<file path="src/rtl/regfile_param.sv">
// rtl/regfile_param.sv - parametrised register file, 2 async reads, 1 sync write, sequenced bulk clear
module regfile_param #(
    parameter int WIDTH     = 32,
    parameter int ADDR_BITS = 5,
    parameter bit ZERO_REG  = 1'b1,
    parameter bit BYPASS    = 1'b1
) (
    input  logic                 Clk,
    input  logic                 Rst_n,
    input  logic [ADDR_BITS-1:0] ReadRegister1,
    input  logic [ADDR_BITS-1:0] ReadRegister2,
    output logic [WIDTH-1:0]     ReadData1,
    output logic [WIDTH-1:0]     ReadData2,
    input  logic [ADDR_BITS-1:0] WriteRegister,
    input  logic [WIDTH-1:0]     WriteData,
    input  logic                 RegWrite,
    input  logic                 ClearReq,
    output logic                 ClearBusy,
    output logic                 ClearDone
);
    localparam int DEPTH = 1 << ADDR_BITS;
    localparam logic [ADDR_BITS-1:0] LAST = ADDR_BITS'(DEPTH - 1);

    typedef enum logic [1:0] {IDLE, CLEAR, DONE} state_t;

    state_t               state, state_next;
    logic [ADDR_BITS-1:0] ptr, ptr_next;
    logic                 busy_next, done_next;
    logic [WIDTH-1:0]     regs [DEPTH];
    logic                 wr_zero, wr_en, bypass_ok;

    assign wr_zero   = ZERO_REG && (WriteRegister == '0);
    // The file is already clear in DONE, so a write there is safe to honour.
    assign wr_en     = RegWrite && !wr_zero && (state == IDLE || state == DONE);
    assign bypass_ok = BYPASS && RegWrite && !wr_zero && (state == IDLE);

    always_ff @(posedge Clk or negedge Rst_n) begin
        if (!Rst_n) begin
            state     <= IDLE;
            ptr       <= '0;
            ClearBusy <= 1'b0;
            ClearDone <= 1'b0;
        end else begin
            state     <= state_next;
            ptr       <= ptr_next;
            ClearBusy <= busy_next;
            ClearDone <= done_next;
        end
    end

    always_comb begin
        state_next = state;
        ptr_next   = ptr;
        busy_next  = 1'b0;
        done_next  = 1'b0;
        case (state)
            IDLE: begin
                if (ClearReq) begin
                    state_next = CLEAR;
                    ptr_next   = '0;
                    busy_next  = 1'b1;
                end
            end
            CLEAR: begin
                // ptr wraps back to 0 on the final increment.
                ptr_next = ptr + 1'b1;
                if (ptr == LAST) begin
                    state_next = DONE;
                    done_next  = 1'b1;
                end else begin
                    busy_next = 1'b1;
                end
            end
            DONE:    state_next = IDLE;
            default: state_next = IDLE;
        endcase
    end

    always_ff @(posedge Clk or negedge Rst_n) begin
        if (!Rst_n) begin
            for (int i = 0; i < DEPTH; i++) regs[i] <= '0;
        end else if (state == CLEAR) begin
            regs[ptr] <= '0;
        end else if (wr_en) begin
            regs[WriteRegister] <= WriteData;
        end
    end

    always_comb begin
        ReadData1 = regs[ReadRegister1];
        if (bypass_ok && (WriteRegister == ReadRegister1)) ReadData1 = WriteData;
        if (ZERO_REG && (ReadRegister1 == '0)) ReadData1 = '0;
    end

    always_comb begin
        ReadData2 = regs[ReadRegister2];
        if (bypass_ok && (WriteRegister == ReadRegister2)) ReadData2 = WriteData;
        if (ZERO_REG && (ReadRegister2 == '0)) ReadData2 = '0;
    end
endmodule

</file>
<file path="config.mk">
export PLATFORM = sky130hd
export DESIGN_NAME = regfile_param
export DESIGN_NICKNAME = d
export VERILOG_FILES = /design/src/rtl/regfile_param.sv
export SDC_FILE = /design/constraint.sdc
export NUM_CORES = 2
export LEC_CHECK = 0
export CAP_MARGIN = 20
export CORE_ASPECT_RATIO = 0.9
export CORE_UTILIZATION = 60
export CTS_BUF_LIST = sky130_fd_sc_hd__clkbuf_4
export CTS_CLUSTER_DIAMETER = 60
export DETAILED_ROUTE_END_ITERATION = 7
export PLACE_DENSITY = 0.77
export SLEW_MARGIN = 10
export SYNTH_ARGS = -nofsm -noshare
export SYNTH_HDL_FRONTEND = slang
export SYNTH_SLANG_ARGS = --single-unit
</file>
<file path="constraint.sdc">
create_clock -name Clk -period 3.66 [get_ports Clk]
set_clock_uncertainty 0.2 [all_clocks]
set_input_delay 0.732 -clock Clk [delete_from_list [all_inputs] [get_ports Clk]]
set_output_delay 0.732 -clock Clk [all_outputs]
set_load 0.05 [all_outputs]
</file>
==> run summary <==
status - complete, but fails checks
violations in the final reports - DRC, setup timing
CTS root buffer - clkbuf_4
H-tree levels - 5
die width - 316 um
Max Cap Viol - 0
drt drc - 24
CTS Buffer Depth - 4
reg-to-reg setup timing slack - 0.44 ns
WL final - 209 mm
Reg2Reg Capture Point - regs[613]$_DFFE_PN0P_
critical path type - flip-flop to primary output
fin. max-slew vios - 0
Final #Nets - 4477
Peak VDD IR - 0.301 mV
RSZ-0062 raised after global routing - true
# IOs - 117
Pre-antenna DRT Iters - 8
via count - 46300
clock sink count - 1033
worst r2r path cells - 6
Max-slew headroom - 17.4%
mapped cell area - 53300 um^2
Crit path arrival time - 3.38 ns
Place WS - -0.605 ns
met1 Use GR - 59.1%
CP Buf/Inv Count - 3
vias in the first global route - 46900
CTS tree - built
core footprint - 87900 um^2
Syn Area/Cell - 13.4 um^2
Worst Setup Start Kind - flip-flop
Reg clk slew, reported paths - 0.07 ns
CP max stage delay - 0.62 ns
Final Setup Violations - 64
Hold Path Origin - WriteData[16]
crit-path leading delay family - simple AND/OR/NAND/NOR gates
Synth async-reset ratio - 100%
Max stage delay cell, worst path - or4_4
vias per cell - 8.03
Min-Delay Endpoint - regs[272]$_DFFE_PN0P_
initial antenna violation count - 7
drt wl/cell - 36.3 um
# rows - 103
hold depth - 3
drt first-iter violations - 7894
LEAKAGE - 29.3 nW
GRT Util Overall - 46.1%
met3 Usage GRT - 21.9%
largest net degree at the start of global routing - 91
min-delay worst type - input port to flip-flop
fmax - 0.232 GHz
Post-synth EDFFs - 0
final-report hold violation count - 0
Min Hold Slack - 0.237 ns
HPWL Detailed - 128 mm
grt ovf - 0
Yosys cell types - 48
cells along the critical path - nor3b_4, o41ai_4, or4_4, buf_12, clkbuf_16, nor2_4, nor3_4, buf_12
first-pass GRT wire length - 302 mm
final worst path period share - 118%
crit path capture type - primary output
Most used DFF post-synth - dfrtp_1
post-route minimum period - 4.31 ns
sequential area share after synthesis - 48.5%
worst r2r src - state[0]$_DFFE_PN0P_
Die ar. - 90000 um^2
Worst-Margin Slew - 1.24 ns
Post-Syn Nets - 4041
final worst slack - -0.650 ns
most used cell, CP - buf_12
GR Util met2 - 62.6%
GPL Wtd Cong - 0.968
number of port buffers - 116
Detail Route Antenna Nets - 0
Ys Warns - 0
GRT busiest layer - met2
Syn Inst Count - 3985
TritonCTS Buffers - 278
fill cell count - 5280
Die H - 285 um
ratio of cells with drive above 1 in the final layout - 40.7%
Worst Path Required - 2.73 ns
synth-to-layout area growth - 23.2%
clk_lat worst skew - 1.19 ns
Initial Util - 60.6%
Critical Path Fanout Max - 5
Power Dens Cells - 409 nW/um^2
Seq cells post-synth - 1033
==> stage by stage <==
step	util [%]	instance area, um^2	total power, mW	std cells	TNS [ns]
2_1_floorplan	-	53600	14.1	3985	0
3_3_place_gp	69.5	61100	16.7	5261	-22.44
3_5_place_dp	69.6	61200	16.9	5265	-23.44
4_1_cts	74.0	65000	26.5	5739	-33.31
5_1_grt	74.7	65600	27.5	5756	-41.35
6_report	74.7	65600	26.9	5758	-36.39
==> final cells by class <==
class,count,area [um^2],area share [%]
well taps,1155,1450,2.20
clock inverters,90,445,0.679
flip-flops and latches,1033,25900,39.4
clock buffers,363,2730,4.15
diodes,9,22.5,0.0343
multi-input cells,2405,26800,40.8
inverters,3,11.3,0.0172
repair buffers,700,8320,12.7
==> sequential cells by signal, indices dropped and copies added (netlist names) <==
name       count
ClearBusy      1
state          2
regs        1024
ClearDone      1
ptr            5
==> cell families (layout without fill, tap and decap cells) <==
kind of cell | Yosys count | count (layout) | share of synthesized area (%)
DFF | 1033 | 1033 | 48.5
adders and majority gates | 5 | 5 | 0.117
and+or+nand+nor | 461 | 461 | 4.27
xor gates and xnor gates | 10 | 10 | 0.164
muxes | 580 | 580 | 21.7
other | 0 | 9 | 0
AOI/OAI and AO/OA | 1349 | 1349 | 20.9
buffers and inverters | 547 | 1156 | 4.26
==> worst max path at each step <==
stage	depth (start not counted)	endpoint	start	slack [ns]
global route	8	ReadData2[30]	state[0]$_DFFE_PN0P_	-0.73
detailed placement	10	ReadData1[31]	WriteRegister[4]	-0.60
global placement	10	ReadData1[31]	WriteRegister[4]	-0.53
floorplan	10	ReadData1[21]	ReadRegister1[0]	0.05
finish	8	ReadData2[29]	state[1]$_DFFE_PN0P_	-0.65
CTS	8	ReadData1[4]	state[1]$_DFFE_PN0P_	-0.60
==> where the power goes <==
part / switching, mW / internal, mW
clock network: 5.04 / 4.84
logic: 3.39 / 1.79
registers: 0.209 / 11.6
total: 8.64 / 18.2
==> cell usage after synthesis, drive strengths merged (7+ instances only) <==
master  instances  area [um^2]
o221ai         63          552
clkbuf        370         1390
xnor2           7         61.3
buf           174          867
mux4          449        10100
nand2          14         52.6
o22ai          64          400
dfrtp        1033        25800
nor2b           9         56.3
a21oi          94          470
a22oi         124          931
and2           38          238
nand2b          7         43.8
a22o          996         8720
mux2          127         1430
nor2          166          623
nor3          192          961
==> worst min-delay path, cell delays in order <==
cell and delay, ns:
clkdlybuf4s50_1 0.41, buf_4 0.21, a22o_1 0.22
==> placed cells by master, fill, tap and decap left out, drive strengths merged, types with 94 or more instances in the layout <==
master | synthesis | layout
a22oi | 124 | 124
dfrtp | 1033 | 1033
mux4 | 449 | 449
clkbuf | 370 | 375
a22o | 996 | 996
mux2 | 127 | 127
buf | 174 | 643
nor3 | 192 | 192
a21oi | 94 | 94
nor2 | 166 | 166
==> metal layers <==
layer	share of wire (%)	up-vias
met3	17	1214
met5	0.081	-
li1	-	17000
met4	7.8	8
met1	33	23000
met2	42	4975
==> what timing repair did <==
item	in CTS	in global routing
pin swaps	28	30
hold buffers	3	0
setup buffers	16	13
endpoints found under the hold margin	677	0
resized for setup	108	105
cloned	4	5
setup endpoints to repair	64	64
No activity file was read; power rests on OpenSTA's default activity.
